--- src/rtl/ctrl_pkg.sv ---
// Shared control encodings for the pipelined RV32I front-end: opcodes, ALU ops,
// immediate/result select encodings, the NOP word and the ID/EX control record.
package ctrl_pkg;

  localparam logic [6:0] OP_RTYPE  = 7'b0110011;
  localparam logic [6:0] OP_ITYPE  = 7'b0010011;
  localparam logic [6:0] OP_LOAD   = 7'b0000011;
  localparam logic [6:0] OP_STORE  = 7'b0100011;
  localparam logic [6:0] OP_BRANCH = 7'b1100011;
  localparam logic [6:0] OP_JAL    = 7'b1101111;

  localparam logic [2:0] ALU_ADD = 3'b000;
  localparam logic [2:0] ALU_SUB = 3'b001;
  localparam logic [2:0] ALU_AND = 3'b010;
  localparam logic [2:0] ALU_OR  = 3'b011;
  localparam logic [2:0] ALU_SLT = 3'b101;

  typedef enum logic [1:0] {IMM_I = 2'b00, IMM_S = 2'b01, IMM_B = 2'b10, IMM_J = 2'b11} immsrc_t;
  typedef enum logic [1:0] {RES_ALU = 2'b00, RES_MEM = 2'b01, RES_PC4 = 2'b10} resultsrc_t;

  localparam logic [31:0] NOP = 32'h0000_0013;

  typedef struct packed {
    logic        valid;
    logic        regwrite;
    logic        memwrite;
    resultsrc_t  resultsrc;
    logic [2:0]  aluctrl;
    logic        alusrc;
    immsrc_t     immsrc;
    logic        branch;
    logic        jump;
    logic [2:0]  funct3;
    logic [4:0]  rd;
    logic        illegal;
    logic [31:0] imm;
  } ctrl_t;

endpackage

--- src/rtl/ctrl_decode.sv ---
// Combinational RV32I subset decoder. CTRL_BRANCH_EXT_EN enables BLT/BGE/BLTU/BGEU.
module ctrl_decode
  import ctrl_pkg::*;
(
  input  logic [31:0] instr,
  output ctrl_t       ctrl
);
  logic [6:0]  opcode;
  logic [2:0]  f3;
  logic [6:0]  f7;
  logic        ill;
  immsrc_t     immsrc;
  logic [31:0] immext;

  assign opcode = instr[6:0];
  assign f3     = instr[14:12];
  assign f7     = instr[31:25];

  // Immediate select is resolved apart from the main decode to keep ext32 out of a comb loop.
  always_comb begin
    case (opcode)
      OP_STORE:  immsrc = IMM_S;
      OP_BRANCH: immsrc = IMM_B;
      OP_JAL:    immsrc = IMM_J;
      default:   immsrc = IMM_I;
    endcase
  end

  ext32 u_ext (.instr(instr[31:7]), .immsrc(immsrc), .immext(immext));

  always_comb begin
    ctrl        = '0;
    ill         = 1'b0;
    ctrl.valid  = 1'b1;
    ctrl.rd     = instr[11:7];
    ctrl.funct3 = f3;
    ctrl.immsrc = immsrc;
    ctrl.imm    = immext;
    case (opcode)
      OP_RTYPE: begin
        ctrl.regwrite = 1'b1;
        case (f3)
          3'b000:  ctrl.aluctrl = f7[5] ? ALU_SUB : ALU_ADD;
          3'b111:  ctrl.aluctrl = ALU_AND;
          3'b110:  ctrl.aluctrl = ALU_OR;
          3'b010:  ctrl.aluctrl = ALU_SLT;
          default: ill = 1'b1;
        endcase
        if (!(f7 == 7'h00 || (f7 == 7'h20 && f3 == 3'b000))) ill = 1'b1;
      end
      OP_ITYPE: begin
        ctrl.regwrite = 1'b1;
        ctrl.alusrc   = 1'b1;
        case (f3)
          3'b000:  ctrl.aluctrl = ALU_ADD;
          3'b111:  ctrl.aluctrl = ALU_AND;
          3'b110:  ctrl.aluctrl = ALU_OR;
          3'b010:  ctrl.aluctrl = ALU_SLT;
          default: ill = 1'b1;
        endcase
      end
      OP_LOAD: begin
        ctrl.regwrite  = 1'b1;
        ctrl.alusrc    = 1'b1;
        ctrl.resultsrc = RES_MEM;
        ctrl.aluctrl   = ALU_ADD;
        if (f3 != 3'b010) ill = 1'b1;
      end
      OP_STORE: begin
        ctrl.memwrite = 1'b1;
        ctrl.alusrc   = 1'b1;
        ctrl.aluctrl  = ALU_ADD;
        if (f3 != 3'b010) ill = 1'b1;
      end
      OP_BRANCH: begin
        ctrl.branch  = 1'b1;
        ctrl.aluctrl = ALU_SUB;
`ifdef CTRL_BRANCH_EXT_EN
        if (f3[2:1] == 2'b01) ill = 1'b1;
`else
        if (f3[2:1] != 2'b00) ill = 1'b1;
`endif
      end
      OP_JAL: begin
        ctrl.jump      = 1'b1;
        ctrl.regwrite  = 1'b1;
        ctrl.resultsrc = RES_PC4;
        ctrl.aluctrl   = ALU_SUB;
      end
      default: ill = 1'b1;
    endcase
    if (ill) begin
      ctrl         = '0;
      ctrl.illegal = 1'b1;
    end
  end
endmodule

--- src/rtl/ext32.sv ---
// Sign-extends the I/S/B/J immediate of an instruction to 32 bits.
module ext32
  import ctrl_pkg::*;
(
  input  logic [31:7] instr,
  input  immsrc_t     immsrc,
  output logic [31:0] immext
);
  always_comb begin
    case (immsrc)
      IMM_S:   immext = {{20{instr[31]}}, instr[31:25], instr[11:7]};
      IMM_B:   immext = {{20{instr[31]}}, instr[7], instr[30:25], instr[11:8], 1'b0};
      IMM_J:   immext = {{12{instr[31]}}, instr[19:12], instr[20], instr[30:21], 1'b0};
      default: immext = {{20{instr[31]}}, instr[31:20]};
    endcase
  end
endmodule

--- src/rtl/rom.sv ---
// Combinational instruction ROM holding the boot image; unlisted words read as NOP.
module rom #(
  parameter int AW = 8
) (
  input  logic [AW-1:0] addr,
  output logic [31:0]   data
);
  import ctrl_pkg::*;

  logic [31:0] idx;

  always_comb begin
    idx = 32'(addr);
    case (idx)
      32'd0:   data = 32'h0050_0093; // addi x1,x0,5
      32'd1:   data = 32'h0020_8463; // beq  x1,x2,8
      32'd2:   data = 32'h0040_A183; // lw   x3,4(x1)
      32'd3:   data = 32'h0021_8233; // add  x4,x3,x2
      32'd4:   data = 32'h4020_82B3; // sub  x5,x1,x2
      32'd5:   data = 32'h0020_A623; // sw   x2,12(x1)
      32'd6:   data = 32'h0020_E463; // bltu x1,x2,8
      32'd7:   data = 32'h0100_00EF; // jal  x1,16
      32'd8:   data = 32'hFFF0_0393; // addi x7,x0,-1
      32'd9:   data = 32'h0020_A333; // slt  x6,x1,x2
      32'd10:  data = 32'h0000_007F; // unsupported opcode
      default: data = NOP;
    endcase
  end
endmodule

--- src/rtl/control_pipe.sv ---
// Pipelined control front-end: ROM fetch, IF/ID, decode, ID/EX, E-stage branch resolve.
// CTRL_BRANCH_EXT_EN adds signed/unsigned ordering branches using lt_e/ltu_e.
module control_pipe
  import ctrl_pkg::*;
#(
  parameter int ADDR_WIDTH = 32,
  parameter int ROM_AW     = 8,
  parameter int ALUCTRL_W  = 3,
  parameter int REG_AW     = 5
) (
  input  logic                  clk,
  input  logic                  rst,
  input  logic [ADDR_WIDTH-1:0] pc_f,
  input  logic                  stall,
  input  logic                  flush_ext,
  input  logic                  zero_e,
  input  logic                  lt_e,
  input  logic                  ltu_e,
  output logic                  valid_e,
  output logic                  RegWrite,
  output logic                  MemWrite,
  output logic [1:0]            ResultSrc,
  output logic [ALUCTRL_W-1:0]  ALUctrl,
  output logic                  ALUsrc,
  output logic [1:0]            ImmSrc,
  output logic [31:0]           ImmExt,
  output logic [REG_AW-1:0]     rs1_d,
  output logic [REG_AW-1:0]     rs2_d,
  output logic [REG_AW-1:0]     rd_e,
  output logic                  illegal_e,
  output logic                  PCsrc
);
  logic [31:0] rom_data;
  logic [31:0] ifid;
  ctrl_t       dec;
  ctrl_t       idex;
  logic        cond;
  logic        flush;
  logic        unused_pc;

  assign unused_pc = ^{pc_f[ADDR_WIDTH-1:ROM_AW+2], pc_f[1:0]};

  rom #(.AW(ROM_AW)) u_rom (.addr(pc_f[ROM_AW+1:2]), .data(rom_data));

  ctrl_decode u_dec (.instr(ifid), .ctrl(dec));

  assign flush = PCsrc | flush_ext;

  always_ff @(posedge clk or posedge rst) begin
    if (rst)         ifid <= NOP;
    else if (flush)  ifid <= NOP;
    else if (!stall) ifid <= rom_data;
  end

  always_ff @(posedge clk or posedge rst) begin
    if (rst)                 idex <= '0;
    else if (flush || stall) idex <= '0;
    else                     idex <= dec;
  end

`ifdef CTRL_BRANCH_EXT_EN
  always_comb begin
    case (idex.funct3)
      3'b000:  cond = zero_e;
      3'b001:  cond = !zero_e;
      3'b100:  cond = lt_e;
      3'b101:  cond = !lt_e;
      3'b110:  cond = ltu_e;
      3'b111:  cond = !ltu_e;
      default: cond = 1'b0;
    endcase
  end
`else
  logic unused_br;
  assign unused_br = ^{lt_e, ltu_e, idex.funct3[2:1]};
  // Only BEQ/BNE survive decode, so funct3[0] alone selects the polarity.
  assign cond = zero_e ^ idex.funct3[0];
`endif

  assign PCsrc     = idex.valid & (idex.jump | (idex.branch & cond));
  assign valid_e   = idex.valid;
  assign RegWrite  = idex.regwrite;
  assign MemWrite  = idex.memwrite;
  assign ResultSrc = idex.resultsrc;
  assign ALUctrl   = ALUCTRL_W'(idex.aluctrl);
  assign ALUsrc    = idex.alusrc;
  assign ImmSrc    = idex.immsrc;
  assign ImmExt    = idex.imm;
  assign rd_e      = REG_AW'(idex.rd);
  assign illegal_e = idex.illegal;
  assign rs1_d     = REG_AW'(ifid[19:15]);
  assign rs2_d     = REG_AW'(ifid[24:20]);
endmodule
--- config.mk ---
export PLATFORM = sky130hd
export DESIGN_NAME = control_pipe
export DESIGN_NICKNAME = d
export VERILOG_FILES = /design/src/rtl/ctrl_pkg.sv /design/src/rtl/ctrl_decode.sv /design/src/rtl/ext32.sv /design/src/rtl/rom.sv /design/src/rtl/control_pipe.sv
export SDC_FILE = /design/constraint.sdc
export NUM_CORES = 1
export LEC_CHECK = 0
export CAP_MARGIN = 20
export CORE_UTILIZATION = 40
export CTS_CLUSTER_DIAMETER = 60
export DETAILED_ROUTE_END_ITERATION = 7
export PLACE_DENSITY = 0.79
export SYNTH_ARGS = -nofsm -noshare
export SYNTH_HDL_FRONTEND = slang
export SYNTH_SLANG_ARGS = --single-unit
--- constraint.sdc ---
create_clock -name clk -period 1.9 [get_ports clk]
set_clock_uncertainty 0.1 [all_clocks]
set_input_delay 0.57 -clock clk [delete_from_list [all_inputs] [get_ports clk]]
set_output_delay 0.57 -clock clk [all_outputs]
set_load 0.03 [all_outputs]
Word-level counts from Yosys, hierarchy flattened
Memories as Yosys holds them, arrays and structs flattened.
Index checks and enable logic that the tools add are counted.
{ "classes": {"reduce_logical": 12, "magnitude_cmp": 0, "n_mux": 22, "n_mul": 0, "add_sub_neg": 0, "shift": 0, "n_eq_ne": 15, "n_bitwise": 5, "div_mod_pow": 0} }
{ "op_table": {"columns": ["cell", "n"], "rows": [
  ["54-bit 2-to-1 mux", 2],
  ["32-bit 2-to-1 mux", 3],
  ["20-bit case mux with 3 select lines", 1],
  ["7-bit by 6-bit equality test with 1-bit output, second input constant", 3],
  ["3-bit case mux with 3 select lines", 2],
  ["7-bit equality test, second input constant", 2],
  ["3-bit case mux with 4 select lines", 1],
  ["1-bit 2-to-1 mux", 10],
  ["4-bit OR reduction", 2],
  ["7-bit by 2-bit equality test with 1-bit output, second input constant", 1],
  ["7-bit by 5-bit equality test with 1-bit output, second input constant", 1],
  ["7-bit logical NOT", 1],
  ["3-bit equality test, second input constant", 2],
  ["2-bit case mux with 3 select lines", 1],
  ["1-bit case mux with 5 select lines", 1],
  ["2-bit equality test, second input constant", 2],
  ["4-bit logical NOT", 1],
  ["2-bit case mux with 2 select lines", 1],
  ["2-bit OR reduction", 2],
  ["3-bit by 2-bit equality test with 1-bit output, second input constant", 1],
  ["3-bit logical NOT", 1],
  ["3-bit by 2-bit inequality test with 1-bit output, second input constant", 1],
  ["3-bit OR reduction", 1],
  ["1-bit AND", 2],
  ["7 further kinds", 9]
]} }
{ "word_totals": {"output_inout_bits": 60, "wordCells": 69, "mem_bits_rw": 0, "latchBits": 0, "register_bits": 84, "rom_bits": 400, "input_bits": 39, "n_memories": 1} }
{ "mem_list": {"columns": ["memory", "words", "width", "rd", "rd_ports_with_merged_regs", "wr", "line", "text"], "rows": [
  ["(no name shown)", 16, 25, 1, 0, 0, "rom.sv:14", "case (idx)"]
]} }

Logic depth before layout (Yosys ltp)
Gate-level depths: netlist (run 1).
{ "logic_depth": {"ltp_word": 7, "depth_mapped": 7, "ltp_nobuf": 6} }

Hierarchy
A second synthesis (run 1) with hierarchy kept.
{ "unflattened": {"cells_unflattened": 495, "area_unflattened_um2": 4909.7} }
{ "by_module_without_submodules": {"columns": ["module", "area_each_um2", "cells_per_inst", "seq_area_each_um2", "n_inst"], "rows": [
  ["control_pipe", 3423.3, 279, 2105.8, 1],
  ["ctrl_decode", 643.1, 97, 0.0, 1],
  ["rom", 520.5, 80, 0.0, 1],
  ["ext32", 322.8, 39, 0.0, 1]
]} }

Least setup slack after synthesis (run 1)
OpenSTA, ideal clock, no wires.
{ "synth_timing": {"path_kind": "input to register", "start": "in zero_e", "end": "reg ifid[3]", "cell_stages": 5, "path_slack_ns": 0.003, "arrival_ns": 1.731, "n_path_buf": 1, "t_required_ns": 1.734, "setup_ns": 0.066, "path_cell_list": "a21o_1 > and2_1 > nor3b_4 > buf_2 > a22o_1"} }
{ "synth_between": {"elab_chain_cells": 6, "word_cells_on_any_way": 7, "classes_between": "1 x eq/ne; 1 x mux; 5 x bitwise"} }
{ "synth_lines": {"columns": ["element", "line", "text"], "rows": [
  ["start: declaration", "control_pipe.sv:16", "input logic zero_e,"],
  ["1-bit bitwise XOR (*)", "control_pipe.sv:77", "assign cond = zero_e ^ idex.funct3[0];"],
  ["1-bit AND (*)", "control_pipe.sv:80", "assign PCsrc = idex.valid & (idex.jump | (idex.branch & cond));"],
  ["1-bit OR (*)", "control_pipe.sv:80", null],
  ["1-bit AND (*)", "control_pipe.sv:80", null],
  ["via PCsrc", "control_pipe.sv:31", "output logic PCsrc"],
  ["1-bit OR (*)", "control_pipe.sv:47", "assign flush = PCsrc | flush_ext;"],
  ["2-bit by 1-bit inequality test with 1-bit output (no line) or 32-bit 2-to-1 mux (tied branches)", null, null],
  ["end signal: assignment", "control_pipe.sv:52", "else if (!stall) ifid <= rom_data;"],
  ["end: declaration", "control_pipe.sv:34", "logic [31:0] ifid;"]
]} }
The timed path passes the listed nets; every way through them passes the cells marked *.
A chain may end at the register's enable or synchronous reset.

Worst setup path in the final report (run 1)
{ "layout_timing": {"start": "in stall", "end": "reg idex, in the netlist ImmExt[11]"} }
{ "layout_between": {"elab_chain_cells": 2} }
{ "layout_lines": {"columns": ["element", "line", "text"], "rows": [
  ["start: declaration", "control_pipe.sv:14", "input logic stall,"],
  ["1-bit logical OR", "control_pipe.sv:57", "else if (flush || stall) idex <= '0;"],
  ["54-bit 2-to-1 mux", "control_pipe.sv:57", null],
  ["end signal: assignment", "control_pipe.sv:56", "if (rst) idex <= '0;"],
  ["end signal: assignment", "control_pipe.sv:57", null],
  ["end signal: assignment", "control_pipe.sv:58", "else idex <= dec;"],
  ["end: declaration", "control_pipe.sv:36", "ctrl_t idex;"]
]} }
Every way passes these cells.

==> results of run 1 <==
==> area by class of cell <==
| cell class | count | area, µm² | share of cell area [%] |
|---|---|---|---|
| inverter | 10 | 37.5 | 1.09 |
| multi-input combinational | 140 | 1010 | 29.4 |
| tap | 77 | 96.3 | 2.81 |
| clock inverter | 1 | 5.00 | 0.146 |
| timing repair buffer | 108 | 980 | 28.6 |
| sequential | 49 | 1230 | 35.8 |
| clock buffer | 7 | 76.3 | 2.22 |
==> flip-flops by register name, indices dropped and copies added, names as in the netlist <==
register and count:
ImmExt 13, rd_e 4, idex 2, ALUctrl 3
ImmSrc 2, ifid 18, valid_e 1, ResultSrc 2
RegWrite 1, MemWrite 1, ALUsrc 1, illegal_e 1
==> worst register-to-register path: stages (launching register included) <==
cell	delay, ns
dfstp_2	0.61
nand3b_1	0.20
nor3_2	0.07
a31oi_2	0.21
nand3_2	0.12
buf_4	0.18
clkbuf_16	0.16
a211oi_2	0.14
==> kinds of logic (layout without fill, tap and decap cells) <==
logic type | Yosys count | count (layout) | synth area share [%]
other cells | 1 | 4 | 0.140
buf+inv | 80 | 126 | 19.5
xor+xnor | 2 | 2 | 0.652
fa+ha+maj | 6 | 6 | 2.70
compound gates | 57 | 57 | 15.3
mux | 4 | 4 | 1.54
flops | 49 | 49 | 45.7
simple gates | 67 | 67 | 14.4
==> metrics by stage <==
stage / power (mW) / hold slack, ns / util (%) / TNS, ns
6_report: 1.88 / 0.422 / 53.4 / 0
5_1_grt: 1.96 / 0.435 / 53.4 / -0.282
4_1_cts: 1.85 / 0.435 / 51.1 / 0
3_5_place_dp: 1.29 / 0.414 / 50.2 / -13.82
3_3_place_gp: 1.28 / 0.409 / 50.2 / -11.97
2_1_floorplan: 1.20 / 0.375 / - / 0
==> repair_timing <==
item                       CTS  global route
resized for setup           44            19
cloned                       0             2
setup buffers                1             4
setup endpoints to repair   51            31
hold buffers                 0             0
pin swaps                    1             3
==> power breakdown <==
group          switching (mW)  internal [mW]
Sequential            0.00429           1.05
Combinational           0.130          0.113
Clock                   0.322          0.259
==> placed cells by master, fill, tap and decap left out, drive strengths merged, types with 3 or more instances in the layout <==
master and count:
inv 10, buf 56, dfrtp 48, nor2b 3, ha 5, o22ai 3
nor3b 3, a31oi 5, clkdlybuf4s50 11, clkbuf 10, a21oi 14, nand2b 3
nand2 15, nor3 7, dlygate4sd2 38, and2 8, mux2i 3, a22o 15
o21ai 11, nor2 18, conb 4
==> layer usage <==
layer  GRT usage, %  vias up  wire, µm  share of wire (%)
met2           26.8       64      2820                 51
met1           18.6      947      2300                 42
li1               -      931         -                  -
met5              0        -         0                  0
met4           6.74        0       134                2.4
met3           3.66       12       271                4.9
==> worst paths after layout <==
| check | startpoint | slack (ns) | end | depth (start not counted) |
|---|---|---|---|---|
| max in group asynchronous | rst | 0.82 | ifid[4]$_DFFE_PP1P_ | 3 |
| hold reg to reg | ifid[9]$_DFFE_PP0P_ | 0.43 | rd_e[2]$_DFF_PP0_ | 1 |
| min in group clk | ifid[9]$_DFFE_PP0P_ | 0.43 | rd_e[2]$_DFF_PP0_ | 1 |
| setup reg to reg | ifid[4]$_DFFE_PP1P_ | 0.04 | ImmExt[11]$_DFF_PP0_ | 7 |
| setup / recovery | stall | 0.03 | ImmExt[11]$_DFF_PP0_ | 7 |
| hold / removal | rst | 0.42 | ImmExt[4]$_DFF_PP0_ | 2 |
==> impl_metrics.ini, run 1 <==
[outcome]
status = finished, violations left
violations = DRC

[cts]
insertion_delay_ns = 0.31
cts_buffer_depth = 2
h-tree-depth = 2
cts_num_sinks = 49
cts_buffers = 5
clkTransAtPathRegs_ns = 0.09
clockRootBuffer = clkbuf_8
tritoncts = built

[timing]
final.period_utilization_pct = 98.4
rsz0062_at_grt = yes
clock.fmax_mhz = 535
finalCriticalPeriod_ns = 1.87
setup_violations = 0
slew_violations = 0
setup_ws_ns = 0.0313
finalHoldViolations = 0

[floorplanning]
coreArea_um2 = 6420
dieArea_um2 = 7040
die_x_um = 83.9
start_util_pct = 41.8
die_y_um = 83.9
ioPinCount = 99
num_rows = 29

[routing]
firstDrtPassIters = 6
post_drt_via_cell_ratio = 4.98
totalWireLength_um = 5530
drc = 16
first_iter_violations = 123
vias = 1954
postRouteAntennaNets = 0
drt-wirelength-per-cell_um = 14.1

[setup_path]
crit_family = buffers and inverters
worstSetupStartpointType = primary input
crit_type = primary input to register
critPathRequiredTime_ns = 2.03
slowest_stage = clkdlybuf4s50_1
crit_chain = clkdlybuf4s50_1 > a211oi_4 > buf_4 > nand3_2 > buf_4 > clkbuf_16 > a211oi_2
crit_buf_inv = 4
crit_fanout = 5
worst_ep_arrival_time_ns = 1.99
end_kind = register
cp_common_cell = buf_4
critPathMaxStageDelay_ns = 0.46

[place]
io_buffers = 68
placedCellCount = 377
dp_hpwl_um = 4020
gp_congestion = 0.961
place_area_um2 = 3230
post-place-ws_ns = -0.369

[synth]
synthDistinctLibCells = 47
synth-edff-count = 0
synth_area_per_cell_um2 = 10.1
synth_top_area_cell = dfrtp_1
ys_warn_count = 0
ys.flop_type = dfrtp_1
syn_area_um2 = 2690
synthMostInstantiatedCell = buf_4
ys_seq_area_share_pct = 45.7
synth_common_cells = buf_4 (56), dfrtp_1 (48), nor2_1 (17), nand2_1 (15)
synth.top_cell.area_share_pct = 44.7
synthTopCellsByArea = dfrtp_1 (45%), buf_4 (16%), a22o_1 (4.6%)
async_flop_share_pct = 100
synthCells = 266
ys_seq_elements = 49

[power_and_ir_drop]
ir_drop_mv = 0.257
p_leak_nw = 1.80
p_per_area_nw_per_um2 = 547

[layout]
drive_gt1_share_pct = 30.2
num-nets-final = 358
final_cells = 392
stdcell_area_um2 = 3430
area_growth_pct = 27.8
diodes = 0
fillCellCount = 555

[grt]
grt_pass1_vias = 1786
grt_pass1_wl_um = 8610
grt_overflow = 0
grt_usage_pct = 15.6
antenna_found_initial = 0
grt_max_degree = 26

[flow_run]
max_cap_violations = 0

[hold_path]
hold_path_class = primary input to async pin
No activity file was read; power rests on OpenSTA's default activity.
==> run 2, diff against run 1 <==
Settings changed: CAP_MARGIN 20 to 40.
==> results of run 2 <==
Final layout, timing and power as in run 1 (identical DEF).
